### src/rtl/tick_sched_pkg.sv
// Shared types and constants for the tick scheduler.
// Standard dividers are derived from the 50 MHz system clock.
package tick_sched_pkg;

    localparam int unsigned CNT_W  = 20;
    localparam int unsigned MAX_CH = 8;
    localparam int unsigned CLK_HZ = 50_000_000;

    typedef enum logic [0:0] {
        IDLE,
        APPLY
    } cfg_state_t;

    function automatic int unsigned rate_to_div(input int unsigned hz);
        return CLK_HZ / hz;
    endfunction

    localparam int unsigned DIV_300HZ = rate_to_div(300);
    localparam int unsigned DIV_480HZ = rate_to_div(480);

endpackage

### src/rtl/tick_scheduler_channel.sv
// One divider channel: registered single-cycle tick every i_period cycles.
// Define TICK_PHASE_OUT_EN to build the toggling phase flop.
module tick_channel #(
    parameter int unsigned CNT_W = 20
) (
    input  logic             i_clk,
    input  logic             i_rst_n,
    input  logic [CNT_W-1:0] i_period,
    input  logic             i_en,
    input  logic             i_load,
    input  logic             i_pause,
    output logic             o_tick,
    output logic             o_phase
);

    logic [CNT_W-1:0] r_cnt;
    logic             r_tick;
    logic             w_enabled;
    logic             w_run;
    logic             w_term;

    // A zero period is treated exactly like a disabled channel
    assign w_enabled = i_en && (i_period != '0);
    assign w_run     = w_enabled && !i_pause;
    assign w_term    = (r_cnt == i_period - CNT_W'(1));

    always_ff @(posedge i_clk) begin
        if (!i_rst_n) begin
            r_cnt  <= '0;
            r_tick <= 1'b0;
        end else if (i_load) begin
            r_cnt  <= '0;
            r_tick <= 1'b0;
        end else if (w_run) begin
            r_tick <= w_term;
            r_cnt  <= w_term ? '0 : r_cnt + CNT_W'(1);
        end else begin
            r_tick <= 1'b0;
            if (!w_enabled) begin
                r_cnt <= '0;
            end
        end
    end

    assign o_tick = r_tick;

`ifdef TICK_PHASE_OUT_EN
    logic r_phase;

    always_ff @(posedge i_clk) begin
        if (!i_rst_n || i_load) begin
            r_phase <= 1'b0;
        end else if (w_run && w_term) begin
            r_phase <= !r_phase;
        end
    end

    assign o_phase = r_phase;
`else
    assign o_phase = 1'b0;
`endif

endmodule

### src/rtl/tick_scheduler.sv
// Tick scheduler: NUM_CH programmable tick-enable dividers behind a two-cycle config port.
// Define TICK_PHASE_OUT_EN to drive square-wave phase outputs; otherwise phase is 0.
module tick_scheduler #(
    parameter int unsigned                       NUM_CH   = 4,
    parameter int unsigned                       CNT_W    = tick_sched_pkg::CNT_W,
    parameter int unsigned                       RST_DIV0 = tick_sched_pkg::DIV_300HZ,
    parameter int unsigned                       RST_DIV1 = tick_sched_pkg::DIV_480HZ,
    parameter logic [tick_sched_pkg::MAX_CH-1:0] RST_EN   = 8'h03
) (
    input  logic              CLK,
    input  logic              RESET_N,
    input  logic              pause,
    input  logic              cfg_valid,
    output logic              cfg_ready,
    input  logic [2:0]        cfg_ch,
    input  logic [CNT_W-1:0]  cfg_div,
    input  logic              cfg_en,
    output logic [NUM_CH-1:0] tick,
    output logic [NUM_CH-1:0] phase
);

    import tick_sched_pkg::*;

    cfg_state_t       r_state;
    cfg_state_t       w_state_d;
    logic [2:0]       r_cfg_ch;
    logic [CNT_W-1:0] r_cfg_div;
    logic             r_cfg_en;
    logic             w_apply;
    logic             w_ch_valid;

    always_ff @(posedge CLK) begin
        if (!RESET_N) begin
            r_state <= IDLE;
        end else begin
            r_state <= w_state_d;
        end
    end

    always_comb begin
        w_state_d = r_state;
        cfg_ready = 1'b0;
        w_apply   = 1'b0;
        case (r_state)
            IDLE: begin
                cfg_ready = 1'b1;
                if (cfg_valid) begin
                    w_state_d = APPLY;
                end
            end
            APPLY: begin
                w_apply   = 1'b1;
                w_state_d = IDLE;
            end
            default: w_state_d = IDLE;
        endcase
    end

    always_ff @(posedge CLK) begin
        if (!RESET_N) begin
            r_cfg_ch  <= '0;
            r_cfg_div <= '0;
            r_cfg_en  <= 1'b0;
        end else if (cfg_valid && cfg_ready) begin
            r_cfg_ch  <= cfg_ch;
            r_cfg_div <= cfg_div;
            r_cfg_en  <= cfg_en;
        end
    end

    // Writes to channels that do not exist are dropped
    assign w_ch_valid = (32'(r_cfg_ch) < NUM_CH);

    for (genvar g = 0; g < NUM_CH; g++) begin : g_ch
        localparam logic [CNT_W-1:0] RstPeriod = (g == 0) ? CNT_W'(RST_DIV0) :
                                                 (g == 1) ? CNT_W'(RST_DIV1) : '0;

        logic [CNT_W-1:0] r_period;
        logic             r_en;
        logic             w_load;

        assign w_load = w_apply && w_ch_valid && (r_cfg_ch == 3'(g));

        always_ff @(posedge CLK) begin
            if (!RESET_N) begin
                r_period <= RstPeriod;
                r_en     <= RST_EN[g];
            end else if (w_load) begin
                r_period <= r_cfg_div;
                r_en     <= r_cfg_en;
            end
        end

        tick_channel #(
            .CNT_W(CNT_W)
        ) u_channel (
            .i_clk   (CLK),
            .i_rst_n (RESET_N),
            .i_period(r_period),
            .i_en    (r_en),
            .i_load  (w_load),
            .i_pause (pause),
            .o_tick  (tick[g]),
            .o_phase (phase[g])
        );
    end

endmodule

### config.mk
export PLATFORM = sky130hd
export DESIGN_NAME = tick_scheduler
export DESIGN_NICKNAME = d
export VERILOG_FILES = /design/src/rtl/tick_sched_pkg.sv /design/src/rtl/tick_scheduler_channel.sv /design/src/rtl/tick_scheduler.sv
export SDC_FILE = /design/constraint.sdc
export NUM_CORES = 1
export LEC_CHECK = 0
export BUFFER_PORTS_ARGS = -buffer_cell sky130_fd_sc_hd__buf_2
export CAP_MARGIN = 10
export CELL_PAD_IN_SITES_DETAIL_PLACEMENT = 1
export CELL_PAD_IN_SITES_GLOBAL_PLACEMENT = 1
export CORE_ASPECT_RATIO = 2
export CORE_MARGIN = 1
export CORE_UTILIZATION = 45
export CTS_CLUSTER_SIZE = 12
export DETAILED_ROUTE_END_ITERATION = 7
export GPL_TIMING_DRIVEN = 0
export PLACE_DENSITY = 0.79
export SLEW_MARGIN = 5
export SYNTH_ARGS = -nofsm -noshare
export SYNTH_HDL_FRONTEND = slang
export SYNTH_SLANG_ARGS = --single-unit
### constraint.sdc
create_clock -name CLK -period 4.45 [get_ports CLK]
set_input_delay 0.2225 -clock CLK [delete_from_list [all_inputs] [get_ports CLK]]
set_output_delay 0.2225 -clock CLK [all_outputs]
set_load 0.03 [all_outputs]
==> flow_results.xml <==
<?xml version="1.0" encoding="UTF-8"?>
<metrics>
  <group name="sta">
    <metric name="worst_slew_pin_slew" unit="ps">1110</metric>
    <metric name="report.final.slew_viol_count" unit="">0</metric>
    <metric name="setup-tns-final" unit="ps">0</metric>
    <metric name="rsz0062_at_grt" unit="">false</metric>
    <metric name="final_period_minus_worst_setup_slack" unit="ps">3930</metric>
    <metric name="clock_skew_after_layout" unit="ps">9.83</metric>
    <metric name="setup_viol" unit="">0</metric>
    <metric name="final_hold_viol_count" unit="">0</metric>
    <metric name="final_min_period_over_clock_period" unit="">0.883</metric>
    <metric name="slew_headroom" unit="">0.253</metric>
    <metric name="fmax" unit="GHz">0.255</metric>
    <metric name="setup_slack" unit="ps">522</metric>
  </group>
  <group name="power_and_ir_drop">
    <metric name="power.density_cell_area" unit="nW/um^2">309</metric>
    <metric name="power.ir.vdd_worst" unit="V">0.000260</metric>
    <metric name="leakage" unit="nW">4.31</metric>
  </group>
  <group name="placed_design">
    <metric name="numPlacedInstances" unit="">1739</metric>
    <metric name="gpl.final_weighted_congestion" unit="">0.925</metric>
    <metric name="placed_area" unit="um^2">11500</metric>
    <metric name="place_worst_setup_slack" unit="ps">518</metric>
    <metric name="place.detailed.hpwl" unit="um">26400</metric>
    <metric name="port_buffers" unit="">30</metric>
  </group>
  <group name="floorplan">
    <metric name="placeableCoreArea" unit="um^2">23800</metric>
    <metric name="placementRows" unit="">80</metric>
    <metric name="die_height" unit="um">223</metric>
    <metric name="die_area" unit="um^2">25000</metric>
    <metric name="initial_utilization" unit="">0.459</metric>
    <metric name="io-pin-count" unit="">37</metric>
    <metric name="die_width" unit="um">112</metric>
  </group>
  <group name="cells_and_area">
    <metric name="final.fill_count" unit="">2987</metric>
    <metric name="layout.cells.most_common_list" unit="">nand2_1, dfxtp_1, nor2_1, a21boi_0, xnor2_1</metric>
    <metric name="multi_input_comb_area" unit="um^2">6610</metric>
    <metric name="final_common_cell" unit="">nand2_1</metric>
    <metric name="register_area" unit="um^2">3860</metric>
    <metric name="area_delta_synth_final" unit="%">10.8</metric>
    <metric name="stdcell_count" unit="">1771</metric>
    <metric name="layout-drive-gt1-share" unit="">0.0735</metric>
    <metric name="nets" unit="">1508</metric>
    <metric name="final_design_area_no_fill" unit="um^2">12100</metric>
    <metric name="antenna-diode-count" unit="">0</metric>
  </group>
  <group name="route">
    <metric name="route.antenna.remaining_nets" unit="">0</metric>
    <metric name="drt_first_iter_violations" unit="">363</metric>
    <metric name="first_pass_iters" unit="">7</metric>
    <metric name="detailed_route_wire_length" unit="um">34200</metric>
    <metric name="post_drt_wl_per_cell" unit="um">19.3</metric>
    <metric name="drt_drc_violations_left" unit="">1</metric>
    <metric name="viasPerCell" unit="">5.77</metric>
    <metric name="route.vias.total" unit="">10200</metric>
  </group>
  <group name="global_routing">
    <metric name="antenna_found_initial" unit="">0</metric>
    <metric name="overflow" unit="">0</metric>
    <metric name="fraction_of_met2_tracks_used_by_global_routing" unit="">0.559</metric>
    <metric name="fraction_of_met3_tracks_used_by_global_routing" unit="">0.0349</metric>
    <metric name="grt_max_degree" unit="">17</metric>
    <metric name="grt_util_met1" unit="">0.276</metric>
    <metric name="first_global_vias" unit="">10800</metric>
    <metric name="gr-usage-all-layers" unit="">0.288</metric>
    <metric name="global_route_wire_length_before_repair" unit="um">56000</metric>
    <metric name="globalRoute.busiestLayer" unit="">met2</metric>
  </group>
  <group name="outcome">
    <metric name="status" unit="">complete, but fails checks</metric>
    <metric name="violations" unit="">DRC</metric>
  </group>
  <group name="clocking">
    <metric name="cts_setup_buffers" unit="">0</metric>
    <metric name="clock_tree.buffer_depth" unit="">2</metric>
    <metric name="tritoncts_clock_tree" unit="">done</metric>
    <metric name="cts_buffers" unit="">17</metric>
    <metric name="clkLatencyLatePin" unit="ps">460</metric>
    <metric name="root_cell_of_the_clock_tree" unit="">clkbuf_16</metric>
    <metric name="cts_sinks" unit="">193</metric>
    <metric name="htree_levels" unit="">4</metric>
    <metric name="worst_setup_hold_path_clk_slew" unit="ps">70</metric>
  </group>
  <group name="synthesis">
    <metric name="synthArstFlopShare" unit="">0</metric>
    <metric name="synth.avg_cell_area" unit="um^2">7.72</metric>
    <metric name="ys_seq_elements" unit="">193</metric>
    <metric name="synth-seq-area-share" unit="">0.353</metric>
    <metric name="ys.warnings.count" unit="">0</metric>
    <metric name="synth.lib_cells_used.distinct" unit="">76</metric>
    <metric name="synth_edf_count" unit="">0</metric>
    <metric name="synthCells" unit="">1418</metric>
    <metric name="synth_area" unit="um^2">10900</metric>
    <metric name="dominantRegCellSynth" unit="">dfxtp_1</metric>
  </group>
  <group name="worst_setup_path">
    <metric name="reg2regPathDepth" unit="">13</metric>
    <metric name="worst_ep_required_time" unit="ps">4790</metric>
    <metric name="worst_setup_path_startpoint" unit="">g_ch[0].r_period[0]</metric>
    <metric name="critPathKind" unit="">reg2reg</metric>
    <metric name="crit_end" unit="">g_ch[0].u_channel.r_cnt[16]</metric>
    <metric name="rr_endpoint" unit="">g_ch[0].u_channel.r_cnt[16]</metric>
    <metric name="timing.critical_path.from_type" unit="">flip-flop</metric>
    <metric name="reg2reg_from" unit="">g_ch[0].r_period[0]</metric>
    <metric name="cp_max_fo" unit="">10</metric>
    <metric name="worstSetupEndpointType" unit="">flip-flop</metric>
    <metric name="timing.critical_path.arrival" unit="ps">4260</metric>
    <metric name="timing.reg2reg.setup_slack" unit="ps">520</metric>
  </group>
  <group name="flow_run">
    <metric name="max_cap_viols" unit="">0</metric>
  </group>
  <group name="hold_path">
    <metric name="worst_hold_path_type" unit="">in2reg</metric>
  </group>
</metrics>
==> cell families (layout without fill, tap and decap cells) <==
| kind of cell | Yosys count | count (layout) | synth area share |
|---|---|---|---|
| XOR/XNOR | 142 | 142 | 0.114 |
| AND/OR/NAND/NOR | 724 | 724 | 0.320 |
| buffers and inverters | 114 | 177 | 0.0439 |
| multiplexers | 7 | 7 | 0.00663 |
| other | 1 | 4 | 0.000343 |
| adder cells (fa/ha/maj) | 8 | 8 | 0.00915 |
| AO/OA/AOI/OAI | 229 | 229 | 0.153 |
| flip-flops | 193 | 193 | 0.353 |
==> per-layer routing <==
metal  wire length (um)  part of all wire  up-vias
met5                  0                 0        -
met4               2150             0.063        0
met3                573             0.017       83
met2              19000              0.56      131
met1              12500              0.36     4962
li1                   -                 -     5043
==> critical path, cell delays in order, from the launching register on <==
cell      delay, ps
dfxtp_1         300
clkbuf_1        190
inv_1           100
ha_1            140
clkbuf_1        280
nor3b_1         770
nand3_1         340
nor3_1          330
xnor2_1         110
nor4_1          340
nand3_1         240
clkbuf_1        330
a31oi_1         260
o21ai_1          90
==> synthesized netlist by cell type (all sizes together), types with 12 or more instances <==
cell type	number	share of area
o21ai	36	0.017
a21boi	90	0.062
xor2	58	0.046
a31oi	19	0.011
clkbuf	67	0.023
and3	25	0.014
or3	21	0.012
nand3	80	0.037
nor4	30	0.021
dfxtp	193	0.35
nor2	110	0.038
nor3	47	0.022
buf	21	0.012
or4	12	0.0086
inv	25	0.0086
nand4	37	0.021
nand2	293	0.10
xnor2	84	0.067
==> where the power goes <==
part | switching, mW | leakage (nW) | total, mW | internal, mW
Combinational | 0.151 | 2.44 | 0.238 | 0.0867
Clock | 0.717 | 0.309 | 1.71 | 0.988
Sequential | 0.0522 | 1.56 | 1.81 | 1.75
Total | 0.921 | 4.31 | 3.75 | 2.83
==> how the worst min path moves through the flow <==
stage / startpoint / cells past startpoint / end / slack (ps)
after global placement: g_ch[2].r_en / 2 / g_ch[2].r_en / 460
after CTS: cfg_div[2] / 3 / r_cfg_div[2] / 10
final: cfg_div[2] / 3 / r_cfg_div[2] / 30
after detailed placement: g_ch[3].r_en / 2 / g_ch[3].r_en / 480
after global routing: cfg_div[14] / 3 / r_cfg_div[14] / 20
after floorplan: cfg_ch[2] / 2 / r_cfg_ch[2] / 370
==> cell type report <==
| class | count | area share |
|---|---|---|
| well taps | 287 | 0.0296 |
| clock inverters | 11 | 0.0148 |
| plain buffers | 88 | 0.0316 |
| clock buffers | 20 | 0.0385 |
| repair buffers | 32 | 0.0136 |
| inverters | 26 | 0.00805 |
| flip-flops and latches | 193 | 0.319 |
| multi-input cells | 1114 | 0.545 |
==> registers in the layout, indices dropped and copies added, names as in the netlist <==
signal                 count
r_cfg_en                   1
r_cfg_div                 20
r_state                    1
g_ch.r_period             80
g_ch.u_channel.o_tick      4
r_cfg_ch                   3
g_ch.r_en                  4
g_ch.u_channel.r_cnt      80
==> repair_timing <==
item / in CTS / in global routing
gates resized for setup: 0 / 0
endpoints found under the hold margin: 1 / 0
hold buffers: 1 / 0
==> per-stage QoR <==
stage,utilization,hold WS [ps],power [mW]
6_report,0.509,29.2,3.75
4_1_cts,0.509,12.0,3.78
5_1_grt,0.509,23.1,3.87
3_3_place_gp,0.481,459,2.07
2_1_floorplan,-,367,1.98
3_5_place_dp,0.481,483,2.08
No activity file was read; power rests on OpenSTA's default activity.
